--- src/rtl/bram_stream_reader_if.sv ---
// Valid/ready word stream from the BRAM reader to its consumer.
interface bram_stream_reader_if #(
   parameter int DATA_WIDTH = 128
);
   logic                  valid;
   logic                  ready;
   logic [DATA_WIDTH-1:0] data;
   logic                  last;

   modport master (output valid, output data, output last, input ready);
   modport slave  (input valid, input data, input last, output ready);
endinterface

--- src/rtl/bram_stream_reader.sv ---
// Streams a contiguous (wrapping) run of BRAM words onto a valid/ready stream,
// absorbing the one-cycle RAM read latency in a two-entry head/tail buffer.
//
// state | meaning
// IDLE  | waiting for start; done pulses here after a transfer
// RUN   | issuing reads, one per cycle while buffer credit allows
// DRAIN | all reads issued, emptying the buffer until the last beat pops
module bram_stream_reader #(
   parameter int DATA_WIDTH = 128,
   parameter int ADDR_WIDTH = 3
) (
   input  logic                  clk,
   input  logic                  rst_n,
   input  logic                  start,
   input  logic [ADDR_WIDTH-1:0] base_addr,
   input  logic [ADDR_WIDTH:0]   len,
   output logic                  busy,
   output logic                  done,
   output logic [ADDR_WIDTH-1:0] read_addr,
   input  logic [DATA_WIDTH-1:0] ram_data,
   bram_stream_reader_if.master  m
);
   localparam logic [ADDR_WIDTH:0] DEPTH = {1'b1, {ADDR_WIDTH{1'b0}}};

   typedef enum logic [1:0] {IDLE, RUN, DRAIN} state_t;

   state_t                state;
   logic [ADDR_WIDTH:0]   len_r;
   logic [ADDR_WIDTH:0]   issued;
   logic [ADDR_WIDTH:0]   captured;
   logic                  in_flight;
   logic                  hd_valid, hd_last, tl_valid, tl_last;
   logic [DATA_WIDTH-1:0] hd_data, tl_data;

   logic [ADDR_WIDTH:0]   len_sat;
   logic                  pop, issue, push_last;
   logic [1:0]            load;

   assign len_sat   = (len > DEPTH) ? DEPTH : len;
   assign pop       = hd_valid & m.ready;
   assign load      = {1'b0, hd_valid} + {1'b0, tl_valid} + {1'b0, in_flight};
   // read_addr already holds the next address; an issue just commits the RAM read of it
   assign issue     = (state == RUN) && (issued != len_r) && (load < (2'd2 + {1'b0, pop}));
   assign push_last = (captured == (len_r - 1'b1));

   assign m.valid = hd_valid;
   assign m.data  = hd_data;
   assign m.last  = hd_valid & hd_last;

   always_ff @(posedge clk or negedge rst_n) begin
      if (!rst_n) begin
         state     <= IDLE;
         busy      <= 1'b0;
         done      <= 1'b0;
         read_addr <= '0;
         len_r     <= '0;
         issued    <= '0;
         captured  <= '0;
         in_flight <= 1'b0;
         hd_valid  <= 1'b0;
         hd_last   <= 1'b0;
         hd_data   <= '0;
         tl_valid  <= 1'b0;
         tl_last   <= 1'b0;
         tl_data   <= '0;
      end else begin
         done      <= 1'b0;
         in_flight <= issue;

         if (issue) begin
            issued <= issued + 1'b1;
            if ((issued + 1'b1) != len_r)
               read_addr <= read_addr + 1'b1;
         end

         if (in_flight)
            captured <= captured + 1'b1;

         // Credit check guarantees a slot exists whenever in_flight data lands
         case ({pop, in_flight})
            2'b11: begin
               if (tl_valid) begin
                  hd_data <= tl_data;
                  hd_last <= tl_last;
                  tl_data <= ram_data;
                  tl_last <= push_last;
               end else begin
                  hd_data <= ram_data;
                  hd_last <= push_last;
               end
            end
            2'b10: begin
               hd_valid <= tl_valid;
               tl_valid <= 1'b0;
               if (tl_valid) begin
                  hd_data <= tl_data;
                  hd_last <= tl_last;
               end else begin
                  hd_last <= 1'b0;
               end
            end
            2'b01: begin
               if (hd_valid) begin
                  tl_valid <= 1'b1;
                  tl_data  <= ram_data;
                  tl_last  <= push_last;
               end else begin
                  hd_valid <= 1'b1;
                  hd_data  <= ram_data;
                  hd_last  <= push_last;
               end
            end
            default: ;
         endcase

         case (state)
            IDLE: begin
               if (start && !done) begin
                  if (len_sat != '0) begin
                     state     <= RUN;
                     busy      <= 1'b1;
                     len_r     <= len_sat;
                     issued    <= '0;
                     captured  <= '0;
                     read_addr <= base_addr;
                  end else begin
                     done <= 1'b1;
                  end
               end
            end
            RUN: begin
               if (issue && ((issued + 1'b1) == len_r))
                  state <= DRAIN;
            end
            DRAIN: begin
               if (pop && hd_last) begin
                  state <= IDLE;
                  busy  <= 1'b0;
                  done  <= 1'b1;
               end
            end
            default: state <= IDLE;
         endcase
      end
   end
endmodule

--- src/flat_wrapper.sv ---
// flat-port wrapper written by rule: the top's interface ports become plain ports
module bram_stream_reader_flat 
#(
   parameter int DATA_WIDTH = 128,
   parameter int ADDR_WIDTH = 3
)
  (clk, rst_n, start, base_addr, len, busy, done, read_addr, ram_data, m_valid, m_data, m_last, m_ready);
  bram_stream_reader_if #(.DATA_WIDTH(DATA_WIDTH)) m_i ();
  input  logic clk;
  input  logic rst_n;
  input  logic start;
  input  logic [ADDR_WIDTH-1:0] base_addr;
  input  logic [ADDR_WIDTH:0] len;
  output logic busy;
  output logic done;
  output logic [ADDR_WIDTH-1:0] read_addr;
  input  logic [DATA_WIDTH-1:0] ram_data;
  output wire logic [$bits(m_i.valid)-1:0] m_valid;
  output wire logic [$bits(m_i.data)-1:0] m_data;
  output wire logic [$bits(m_i.last)-1:0] m_last;
  input wire logic [$bits(m_i.ready)-1:0] m_ready;
  assign m_valid = m_i.valid;
  assign m_data = m_i.data;
  assign m_last = m_i.last;
  assign m_i.ready = m_ready;
  bram_stream_reader #(.DATA_WIDTH(DATA_WIDTH), .ADDR_WIDTH(ADDR_WIDTH)) u_core (.clk(clk), .rst_n(rst_n), .start(start), .base_addr(base_addr), .len(len), .busy(busy), .done(done), .read_addr(read_addr), .ram_data(ram_data), .m(m_i));
endmodule
--- config.mk ---
export PLATFORM = sky130hd
export DESIGN_NAME = bram_stream_reader_flat
export DESIGN_NICKNAME = d
export VERILOG_FILES = /design/src/rtl/bram_stream_reader_if.sv /design/src/rtl/bram_stream_reader.sv /design/src/flat_wrapper.sv
export SDC_FILE = /design/constraint.sdc
export NUM_CORES = 1
export LEC_CHECK = 0
export ABC_AREA = 1
export BUFFER_PORTS_ARGS = -buffer_cell sky130_fd_sc_hd__buf_2
export CORE_MARGIN = 4
export CORE_UTILIZATION = 45
export CTS_CLUSTER_DIAMETER = 120
export DETAILED_ROUTE_END_ITERATION = 10
export GPL_ROUTABILITY_DRIVEN = 0
export PLACE_DENSITY = 0.67
export REMOVE_ABC_BUFFERS = 1
export SLEW_MARGIN = 40
export SYNTH_ARGS = -nofsm -noshare
export SYNTH_HDL_FRONTEND = slang
export SYNTH_SLANG_ARGS = --single-unit
--- constraint.sdc ---
create_clock -name clk -period 3.7 [get_ports clk]
set_input_delay 0.185 -clock clk [delete_from_list [all_inputs] [get_ports clk]]
set_output_delay 0.185 -clock clk [all_outputs]
set_load 0.1 [all_outputs]
==> impl_metrics.ini <==
[outcome]
status = finished, final reports clean

[timing]
grt_setup_unrepaired = false
worst_slack_ns = 1.27
fmax_mhz = 411
relSlewSlack_pct = 39.0
period_share_pct = 65.8
maxSlewViolCount = 0
hold_violations = 0
fin_crit_ns = 2.43
clock_skew_ns = 0.0121
worst_slew_pin_slew_ns = 0.916
finalSetupViolCount = 0

[floorplan]
die_area_sq_um = 35900
fp.dieH_microns = 189
start_util_pct = 45.6
die_x_microns = 189
io_pins = 274
row_count = 66
coreArea_sq_um = 32500

[final_layout]
nFillCells = 2875
nNetsFinal = 2342
layout-drive-gt1-share_pct = 16.3
area_growth_pct = 27.6
multi_input_area_sq_um = 6090
finalNonFillerCells = 2659
layout.core_utilization_pct = 58.2
final_area_sq_um = 18900
antenna_cells = 0
regArea_sq_um = 7010

[route]
drtPass1Iterations = 6
drt-initial-drc-count = 1201
viasPerCell = 5.34
ant_nets = 0
drc = 0
num_vias = 14205
post_drt_wl_per_cell_microns = 15.8
wl_microns = 42100

[cts]
cts_tree = built
post-cts-setup-buffer-count = 0
htreeDepth = 1
path_clk_slew_ns = 0.06
root_buffer = clkbuf_16
cts_buffers = 31
numClockSinks = 280
insertion_delay_ns = 0.56
clk_path_buf_depth = 3

[synth]
yosysMostFrequentCell = nand2_1
ys.flop_type = dfrtp_1
yosysSeqAreaShare_pct = 47.3
ys_types = 31
async_reset_ff_share_pct = 100
synth_top_cell_by_area = dfrtp_1
syn_area_sq_um = 14800
syn_inst = 1875
synth_edf_count = 0
synth_area_per_cell_sq_um = 7.89
ys_ff_latch = 280
yosys_warnings = 0
yosys.area.top_type_share_pct = 47.3
synth.area.top_cells = dfrtp_1, o211ai_1, nand2_1
synth_common_cells = nand2_1, inv_1, dfrtp_1, o21ai_0, o211ai_1

[worst_setup_path]
crit_type = register to register
crit_chain = inv_1 -> ha_4 -> inv_4 -> buf_4 -> o211ai_1 -> nand3_1 -> o21ai_0
cpPeakStageDelay_ns = 0.52
path_max_fanout = 54
crit_required_ns = 4.10
startpoint_type = register
critPathCaptureType = register
arrival_ns = 2.84
slowest_stage = dfrtp_1

[placement]
hpwl_microns = 23700
post-place-ws_ns = 1.29
portBuffers = 273
dpl_cell_area_sq_um = 16400
placed_cells = 2464

[worst_hold_path]
min_path_type = primary input to asynchronous set/reset pin

[run]
drv_cap = 0

[global_routing]
grt_overflow_total = 0
grt_max_degree = 151
grt_pass1_vias = 13877
grt_pass1_wl_microns = 69800
grt_usage_pct = 22.9
antenna_found_initial = 0
-- final timing paths --
| kind | from | endpoint | slack [ns] | cells past startpoint |
|---|---|---|---|---|
| min in group clk | start | u_core.done$_DFF_PN0_ | 0.11 | 7 |
| setup reg to reg | u_core.in_flight$_DFF_PN0_ | u_core.m.data[85]$_DFFE_PN0P_ | 1.27 | 7 |
| setup / recovery | u_core.in_flight$_DFF_PN0_ | u_core.m.data[85]$_DFFE_PN0P_ | 1.27 | 7 |
| max in group asynchronous | rst_n | u_core.m.data[52]$_DFFE_PN0P_ | 2.46 | 4 |
| hold / removal | rst_n | u_core.m.data[48]$_DFFE_PN0P_ | 0.11 | 2 |
| hold reg to reg | u_core.tl_last$_DFFE_PN0P_ | u_core.tl_last$_DFFE_PN0P_ | 0.49 | 2 |
-- registers in the layout, indices dropped and copies added (netlist names) --
register and count:
u_core.busy 1, u_core.state 2, u_core.hd_last 1, u_core.tl_valid 1, u_core.m.data 128, u_core.len_r 4, u_core.issued 4, u_core.read_addr 3
u_core.m.valid 1, u_core.in_flight 1, u_core.done 1, u_core.captured 4, u_core.tl_last 1, u_core.tl_data 128
-- metal layers --
layer  part of all wire (%)  routed length [microns]  track usage (%)  vias to the layer above
li1                       -                        -                -                     6878
met1                     44                    18400             31.4                     6767
met2                     47                    19700             37.6                      460
met3                    6.3                     2650             3.58                      100
met4                    3.2                     1360             7.57                        0
met5                      0                        0                0                        -
-- layout by cell type, fill, tap and decap left out, drive strengths merged, types with 3 or more instances in the layout --
cell         Yosys  final
clkinv           0      8
a211oi           3      3
xor2             4      4
a21oi            8      8
clkbuf          58     40
xnor2            5      5
nand3          142    142
inv            288    288
o21ai          271    271
nor2            14     14
dfrtp          280    280
buf             86    292
ha               9      9
o211ai         256    256
bufinv           0      4
clkinvlp         0      5
dlygate4sd3      0    137
nand2          441    441
-- final cells by class --
type	instances	area share (%)
clock buffers	40	4.66
inverters	288	5.75
repair buffers	429	16.2
clock inverters	17	1.07
flip-flops and latches	280	37.1
well taps	442	2.93
multi-input cells	1163	32.2
-- repair_timing --
item / in CTS / in global routing
gates resized for setup: 0 / 0
hold buffers: 137 / 0
endpoints found under the hold margin: 228 / 0
-- kinds of logic (layout without fill, tap and decap cells) --
| group | count (synthesis) | count (layout) | synth area share, % |
|---|---|---|---|
| buffers and inverters | 432 | 774 | 11.8 |
| xor gates and xnor gates | 9 | 9 | 0.532 |
| and+or+nand+nor | 603 | 603 | 16.7 |
| AOI/OAI and AO/OA | 541 | 541 | 22.8 |
| DFF | 280 | 280 | 47.3 |
| adders and majority gates | 10 | 10 | 0.896 |
-- per-stage QoR --
stage | TNS, ns | hold WS (ns)
2_1_floorplan | -1373.94 | -0.111
3_3_place_gp | 0 | 0.297
3_5_place_dp | 0 | 0.276
4_1_cts | 0 | 0.103
5_1_grt | 0 | 0.150
6_report | 0 | 0.113
-- worst max-delay path, delay by kind of cell (launching register included) --
kind | cells | cell delay (ns)
AOI/OAI and AO/OA | 2 | 0.25
adders and majority gates | 1 | 0.28
buffers and inverters | 3 | 1.08
DFF | 1 | 0.52
and+or+nand+nor | 1 | 0.13
Power is left out: the tool's default activity adds up to more than one toggle a clock period on the data nets, which glitch-free logic cannot reach.
